## src/rtl/matrix_operand_loader.sv

```systemverilog
// matrix_operand_loader: streams host elements into two operand banks, then kicks the systolic array
module matrix_operand_loader #(
  parameter int ARRAY_SIZE   = 3,
  parameter int DATA_WIDTH   = 8,
  parameter int MAX_MATRICES = 2,
  localparam int DEPTH       = ARRAY_SIZE * MAX_MATRICES,
  localparam int ADDR_W      = $clog2(DEPTH + 1)
) (
  input  logic                               clk,
  input  logic                               rst_n,
  input  logic                               load_req,
  input  logic                               s_valid,
  output logic                               s_ready,
  input  logic signed [DATA_WIDTH-1:0]       s_data,
  input  logic [ADDR_W-1:0]                  addr_matrix_A,
  input  logic [ADDR_W-1:0]                  addr_matrix_B,
  output logic [DATA_WIDTH*ARRAY_SIZE-1:0]   MATRIX_A_COL,
  output logic [DATA_WIDTH*ARRAY_SIZE-1:0]   MATRIX_B_ROW,
  output logic                               array_start,
  input  logic                               array_done,
  output logic                               loader_busy,
  output logic                               seq_done
);
  localparam int WORD_W = DATA_WIDTH * ARRAY_SIZE;
  localparam int LANE_W = $clog2(ARRAY_SIZE + 1);

  typedef enum logic [2:0] {IDLE, LOAD_A, LOAD_B, KICK, RUN} state_t;

  state_t                          r_state;
  state_t                          w_next;
  logic [LANE_W-1:0]               r_lane;
  logic [ADDR_W-1:0]               r_word;
  logic [DATA_WIDTH*(ARRAY_SIZE-1)-1:0] r_pack;
  logic [WORD_W-1:0]               r_bank_a [DEPTH];
  logic [WORD_W-1:0]               r_bank_b [DEPTH];
  logic                            r_seq_done;
  logic                            w_xfer;
  logic                            w_last_lane;
  logic                            w_last_word;
  logic                            w_wr;
  logic                            w_enter;

  assign s_ready      = (r_state == LOAD_A) || (r_state == LOAD_B);
  assign array_start  = r_state == KICK;
  assign loader_busy  = r_state != IDLE;
  assign seq_done     = r_seq_done;
  assign w_xfer       = s_valid && s_ready;
  assign w_last_lane  = r_lane == LANE_W'(ARRAY_SIZE - 1);
  assign w_last_word  = r_word == ADDR_W'(DEPTH - 1);
  assign w_wr         = w_xfer && w_last_lane;
  assign w_enter      = (w_next != r_state) && ((w_next == LOAD_A) || (w_next == LOAD_B));
  assign MATRIX_A_COL = (int'(addr_matrix_A) < DEPTH) ? r_bank_a[addr_matrix_A] : '0;
  assign MATRIX_B_ROW = (int'(addr_matrix_B) < DEPTH) ? r_bank_b[addr_matrix_B] : '0;

  // state register
  always_ff @(posedge clk or negedge rst_n) begin
    if (!rst_n) r_state <= IDLE;
    else        r_state <= w_next;
  end

  // next-state: each bank finishes on the write of its last word
  always_comb begin
    w_next = r_state;
    case (r_state)
      IDLE:    w_next = load_req ? LOAD_A : IDLE;
      LOAD_A:  w_next = (w_wr && w_last_word) ? LOAD_B : LOAD_A;
      LOAD_B:  w_next = (w_wr && w_last_word) ? KICK : LOAD_B;
      KICK:    w_next = RUN;
      RUN:     w_next = array_done ? IDLE : RUN;
      default: w_next = IDLE;
    endcase
  end

  // lane/word counters and pack register, cleared whenever a bank load begins
  always_ff @(posedge clk or negedge rst_n) begin
    if (!rst_n) begin
      r_lane <= '0;
      r_word <= '0;
      r_pack <= '0;
    end else if (w_enter) begin
      r_lane <= '0;
      r_word <= '0;
      r_pack <= '0;
    end else if (w_xfer) begin
      r_lane <= w_last_lane ? '0 : r_lane + 1'b1;
      if (!w_last_lane) r_pack[int'(r_lane)*DATA_WIDTH +: DATA_WIDTH] <= s_data;
      if (w_last_lane) r_word <= w_last_word ? '0 : r_word + 1'b1;
    end
  end

  // operand banks: the final lane arrives live and is merged with the packed lanes
  always_ff @(posedge clk or negedge rst_n) begin
    if (!rst_n) begin
      for (int i = 0; i < DEPTH; i++) begin
        r_bank_a[i] <= '0;
        r_bank_b[i] <= '0;
      end
    end else if (w_wr) begin
      if (r_state == LOAD_A) r_bank_a[r_word] <= {s_data, r_pack};
      if (r_state == LOAD_B) r_bank_b[r_word] <= {s_data, r_pack};
    end
  end

  // completion pulse lines up with the first IDLE cycle
  always_ff @(posedge clk or negedge rst_n) begin
    if (!rst_n) r_seq_done <= 1'b0;
    else        r_seq_done <= (r_state == RUN) && array_done;
  end
endmodule

```

## config.mk

```make
export PLATFORM = sky130hd
export DESIGN_NAME = matrix_operand_loader
export DESIGN_NICKNAME = d
export VERILOG_FILES = /design/src/rtl/matrix_operand_loader.sv
export SDC_FILE = /design/constraint.sdc
export NUM_CORES = 1
export LEC_CHECK = 0
export BUFFER_PORTS_ARGS = -buffer_cell sky130_fd_sc_hd__buf_2
export CAP_MARGIN = 10
export CORE_UTILIZATION = 30
export CTS_BUF_LIST = sky130_fd_sc_hd__clkbuf_16
export DETAILED_ROUTE_END_ITERATION = 10
export PLACE_DENSITY = 0.45
export SLEW_MARGIN = 0
export SYNTH_ARGS = -nofsm -noshare
export SYNTH_HDL_FRONTEND = slang
export SYNTH_SLANG_ARGS = --single-unit
export TNS_END_PERCENT = 10
```

## constraint.sdc

```tcl
create_clock -name clk -period 2.35 [get_ports clk]
set_clock_uncertainty 0.1 [all_clocks]
set_input_delay 0.3525 -clock clk [delete_from_list [all_inputs] [get_ports clk]]
set_output_delay 0.3525 -clock clk [all_outputs]
set_load 0.01 [all_outputs]
```

# Word-level counts from Yosys, hierarchy flattened
# Index checks and enable logic that the tools add are counted.
[word_totals]
latch_bits = 0
in_bits = 19
mem_count = 0
out_inout_bits = 52
regBits = 313
mem_bits_rw = 0
romBits = 0
word_cells = 85
[classes]
add_sub_neg = 3
n_eq_ne = 10
n_bitwise = 3
order_cmp = 6
multipliers = 0
reduce_logical = 16
div_mod_pow = 0
mux = 28
shifts = 2
[ops]
columns = ["cell", "n"]
rows = [
  ["bitwise mux 144 bit", 2],
  ["two-way mux 24 bit", 7],
  ["binary-select mux 24 bit (select 3 bit)", 2],
  ["demux 24 bit (select 3 bit)", 1],
  ["two-way mux 16 bit", 3],
  ["negator 5 -> 33 bit", 1],
  ["variable shift 8 x 33 -> 16 bit (first input constant)", 1],
  ["indexed part select 8 x 33 -> 16 bit", 1],
  ["bitwise mux 16 bit", 1],
  ["two-way mux 3 bit", 5],
  ["one-hot mux 3 bit (5 select lines)", 1],
  [">= comparator 4 bit (second input constant)", 3],
  ["NOT 3 -> 4 bit", 3],
  ["equality test 3 x 2 -> 1 bit (second input constant)", 3],
  ["two-way mux 2 bit", 4],
  ["AND reduction 2 bit", 4],
  ["equality test 3 x 1 -> 1 bit (second input constant)", 2],
  ["equality test 3 bit (second input constant)", 2],
  ["logical AND 1 bit", 6],
  ["< comparator 3 bit (second input constant)", 2],
  ["< comparator 4 x 1 -> 1 bit (second input constant)", 1],
  ["nonzero test 2 bit", 2],
  ["adder 3 x 1 -> 3 bit (second input constant)", 1],
  ["logical NOT 3 bit", 1],
  ["other kinds (7)", 9],
]

# Longest topological paths before layout
[depth]
ltp_word = 12
mapped_depth = 9
ltp_nobuf = 5

# Worst setup path after synthesis
# No wires, ideal clock.
[synth_timing]
path_type = "register to register"
start = "register r_lane[0]"
end = "register r_bank_b[88] (netlist name)"
stages_incl_launch_ff = 8
setup_time_ns = 0.125
t_required_ns = 2.125
n_path_buf = 2
path_slack_ns = 0.121
t_arrival_ns = 2.004
period_less_slack_ns = 2.229
cell_sequence = "dfrtp_1 inv_1 ha_1 buf_2 nand3b_1 nor3_2 buf_2 mux2_2"
[synth_between]
elab_chain_len = 3
[synth_rtl]
columns = ["element", "line", "text"]
rows = [
  ["start: declaration", "31", "logic [LANE_W-1:0] r_lane;"],
  ["start signal: assignment", "85", "r_lane <= w_last_lane ? '0 : r_lane + 1'b1;"],
  ["equality test 2 bit", "48", "assign w_last_lane = r_lane == LANE_W'(ARRAY_SIZE - 1);"],
  ["logical AND 1 bit", "50", "assign w_wr = w_xfer && w_last_lane;"],
  ["AND reduction 2 bit (no source line)", "n/a", ""],
  ["end signal: indexed assignment", "100", "if (r_state == LOAD_B) r_bank_b[r_word] <= {s_data, r_pack};"],
  ["end: declaration", "35", "logic [WORD_W-1:0] r_bank_b [DEPTH];"],
]
# Every way passes these cells.
# A chain may end at the register's enable or synchronous reset.

# Worst setup path after layout
[layout_timing]
start = "register r_state[0]"
end = "output port s_ready"
[layout_between]
elab_chain_len = 2
word_cells_on_any_way = 3
cone_classes = "eq/ne: 2; reduce/logical: 1"
[layout_rtl]
columns = ["element", "line", "text"]
rows = [
  ["start: declaration", "29", "state_t r_state;"],
  ["start signal: assignment", "58", "else r_state <= w_next;"],
  ["equality test 3 x 1 -> 1 bit / equality test 3 x 2 -> 1 bit (equally long branches)", "43", "assign s_ready = (r_state == LOAD_A) || (r_state == LOAD_B);"],
  ["logical OR 1 bit *", "43", ""],
  ["end: declaration", "13", "output logic s_ready,"],
]
# Every way passes the cells marked *; elsewhere a longest branch is shown, timed or not.

==> results by group <==
Run status
  • Outcome: complete, no violations

Clocking
  • Clock latency at the later pin of the worst-skew pair: 0.53 ns
  • Reg clk slew, reported paths: 0.06 ns
  • Clock root cell: clkbuf_16
  • Clock buffer count from CTS: 38
  • Maximum root-to-sink buffer count: 3
  • Post-CTS setup buffer count: 0
  • CTS sink count: 313
  • H-tree levels: 2
  • CTS tree: done

Setup path
  • Crit path kind: reg2out
  • Crit-path max cell delay: 0.38 ns
  • Worst-path cell chain: buf_4, xnor2_4, buf_6, nor2_1, buf_2
  • Crit Path Max Fanout: 12
  • Register-to-register setup slack: 0.24 ns
  • Critical Path Sink Type: output port
  • Arrival @ worst endpoint: 1.80 ns
  • Crit path required time: 1.90 ns
  • R2r endpoint: r_bank_a[141]
  • Slowest CP cell: dfrtp_1
  • Startpoint types: flip-flop
  • CP bufs+invs: 3
  • FF-to-FF Start: r_lane[0]
  • Worst reg2reg path depth: 7
  • Crit-path leading delay family: buffers and inverters

Synthesis
  • Post-synth ARST share: 100%
  • Syn Nets: 1031
  • Most area-consuming cells after synthesis: dfrtp_1 (54%), mux2_2 (19%), mux4_2 (7.5%), mux2i_1 (3.3%), mux2_4 (2.1%)
  • Post-synthesis cell type count: 44
  • Top cell type's share of synthesized area: 54.3%
  • Sequential-to-total area share from yosys stat: 54.3%
  • Post-synth top area cell: dfrtp_1
  • Top_reg_cell synth: dfrtp_1
  • Average cell area after synthesis: 14.3 µm²
  • Register bit total from synthesis: 313
  • Mapped Cells: 1008
  • Synth Cell Area: 14400 µm²
  • Yosys warnings: 0
  • Number of flops mapped to enable cells by yosys: 0

Floorplanning
  • Die width: 221 µm
  • Core Region: 47000 µm²
  • Die area: 49000 µm²
  • Cell row count: 79
  • Initial Utilization: 30.7%
  • IO Pins: 71
  • Die span in y: 221 µm

Power and ir drop
  • Peak supply drop: 0.406 mV
  • Static leakage: 8.16 nW
  • PwrDens: 883 nW/µm²

Drt
  • Routed wire per std cell: 21.8 µm
  • Post-Route WL: 37400 µm
  • Drt first pass iters: 4
  • Vias per std cell: 4.98
  • Remaining antenna violation count: 0
  • Drt initial violations: 529
  • Vias: 8555
  • Metal3 WL: 1240 µm
  • Wire length on met1: 17900 µm
  • Top Metal Used: met5
  • Routed wl met2: 17700 µm
  • Drt drc: 0

Global route
  • Largest net degree at the start of global routing: 65
  • First-pass GRT wire length: 58900 µm
  • Initial antenna violation count: 1
  • All-Layer GR Usage: 15.7%
  • Vias in the first global route: 9293
  • Gr ovfl total: 0

Placed design
  • GP Congestion: 0.726
  • HPWL after DPL: 22900 µm
  • PortBufs: 70

Timing
  • Max Fclk: 445 MHz
  • Final setup viols: 0
  • Count of pins over their slew limit: 0
  • Setup TNS: 0 ns
  • Unrepaired setup endpoints after global routing: false
  • Final Hold Fails: 0
  • Shortest period the worst path allows: 2.25 ns
  • Tcrit/Tclk final: 95.7%
  • Post-Route Hold Slack: 0.0869 ns
  • Measured slew at the worst slew-check pin: 0.693 ns
  • Slew HR: 53.8%

Worst hold path
  • Hold Path Depth: 3
  • Worst hold start: load_req
  • Worst Hold End: r_state[0]
  • Worst hold path class: in2reg

Cells and area
  • Layout cell share with drive strength beyond 1: 44.6%
  • Footprint of the multi-input gates: 6030 µm²
  • Final Net Count: 1109
  • FILL cells: 4476
  • Reg area: 7830 µm²
  • Area grow syn2layout: 17.8%

Run
  • Max-Cap Viols: 0
==> how the worst max path moves through the flow <==
| stage | startpoint | slack, ns | cells past startpoint | end |
|---|---|---|---|---|
| after floorplan | r_lane[0] | 0.12 | 7 | r_bank_b[88] |
| after global placement | r_state[2] | 0.20 | 5 | r_bank_a[114] |
| after detailed placement | r_lane[0] | 0.21 | 7 | r_bank_a[127] |
| after CTS | r_state[0] | 0.02 | 5 | s_ready |
| after global routing | r_state[0] | 0.005 | 5 | s_ready |
| final | r_state[0] | 0.10 | 5 | s_ready |
==> report_power, final <==
| part | switching, W | internal (W) | leakage [nW] |
|---|---|---|---|
| Clock | 0.00220 | 0.00319 | 0.595 |
| Combinational | 0.00115 | 0.00130 | 3.25 |
| Sequential | 0.000958 | 0.00621 | 4.31 |
| Total | 0.00431 | 0.0107 | 8.16 |
==> layout make-up <==
class / count / area share, %
flip-flops and latches: 313 / 46.1
repair buffers: 130 / 6.23
inverters: 50 / 1.10
clock inverters: 25 / 0.898
diodes: 1 / 0.0147
multi-input cells: 553 / 35.5
well taps: 607 / 4.47
clock buffers: 39 / 5.74
==> per-stage QoR <==
step | util (%) | worst slack (ns) | total power, W | cells | cell area (µm²)
detailed placement | 33.7 | 0.205 | 0.00976 | 1650 | 15800
floorplan | - | 0.121 | 0.00861 | 1008 | 14400
finish | 36.2 | 0.102 | 0.0150 | 1718 | 17000
global placement | 33.7 | 0.195 | 0.00972 | 1650 | 15800
global route | 36.2 | 0.00491 | 0.0159 | 1717 | 17000
CTS | 36.2 | 0.0195 | 0.0153 | 1716 | 17000
==> synth_stat cells, types with 2 or more instances <==
master and number:
dfrtp_1 313, mux2_2 248, inv_1 50, clkbuf_1 48, mux2i_1 48, mux4_2 48
o22ai_1 48, buf_2 29, a21oi_1 22, mux2_1 20, mux2_4 20, o21ai_0 20
nand4_1 16, buf_1 7, nand2b_1 6, nand3_1 6, buf_4 4, buf_6 4
ha_1 4, nand3b_1 4, nor3_2 4, and3_1 3, nand2_1 3, nor2_1 3
nor3b_1 3, or3_1 3, and3b_1 2, nand4b_1 2, nand4bb_1 2, nor2b_1 2
nor4bb_1 2, or3b_1 2
==> what timing repair did <==
action | in CTS | in global routing
gates cloned | 0 | 1
resized for setup | 1 | 1
pin swaps | 0 | 0
hold endpoints to repair | 49 | 0
endpoints found under the setup margin | 1 | 1
hold buffers | 2 | 0
==> flip-flops by register name (all words and copies together) (netlist names) <==
signal / cells
r_state: 3
r_bank_a: 144
r_lane: 2
r_word: 3
r_pack: 16
r_bank_b: 144
seq_done: 1
==> logic make-up after synthesis <==
group	synth area share, %
AO/OA/AOI/OAI	3.76
XOR/XNOR	0.121
buffers and inverters	4.26
flip-flops	54.3
multiplexers	33.8
adder cells (fa/ha/maj)	0.347
AND/OR/NAND/NOR	3.42
==> cell usage in the layout (no fill, tap or decap), drive strengths merged, types with 10 or more instances in the layout <==
master | synthesis | final
o22ai | 48 | 48
clkinv | 0 | 10
clkbuf | 48 | 39
nand4 | 16 | 16
inv | 50 | 63
a21oi | 22 | 22
mux2 | 288 | 288
dfrtp | 313 | 313
mux4 | 48 | 48
o21ai | 20 | 20
buf | 44 | 128
mux2i | 48 | 48
==> per-layer routing <==
metal  track usage [%]  vias to the layer above
li1                  -                     3831
met1              22.1                     4581
met2              25.2                      100
met3              2.56                       41
met4              3.54                        2
met5                 0                        -
==> worst min-delay path, delay by kind of cell <==
kind            cells  cell delay (ns)
buf+inv             1             0.11
compound gates      1             0.08
simple gates        1             0.12
(Power assumes the default switching activity.)
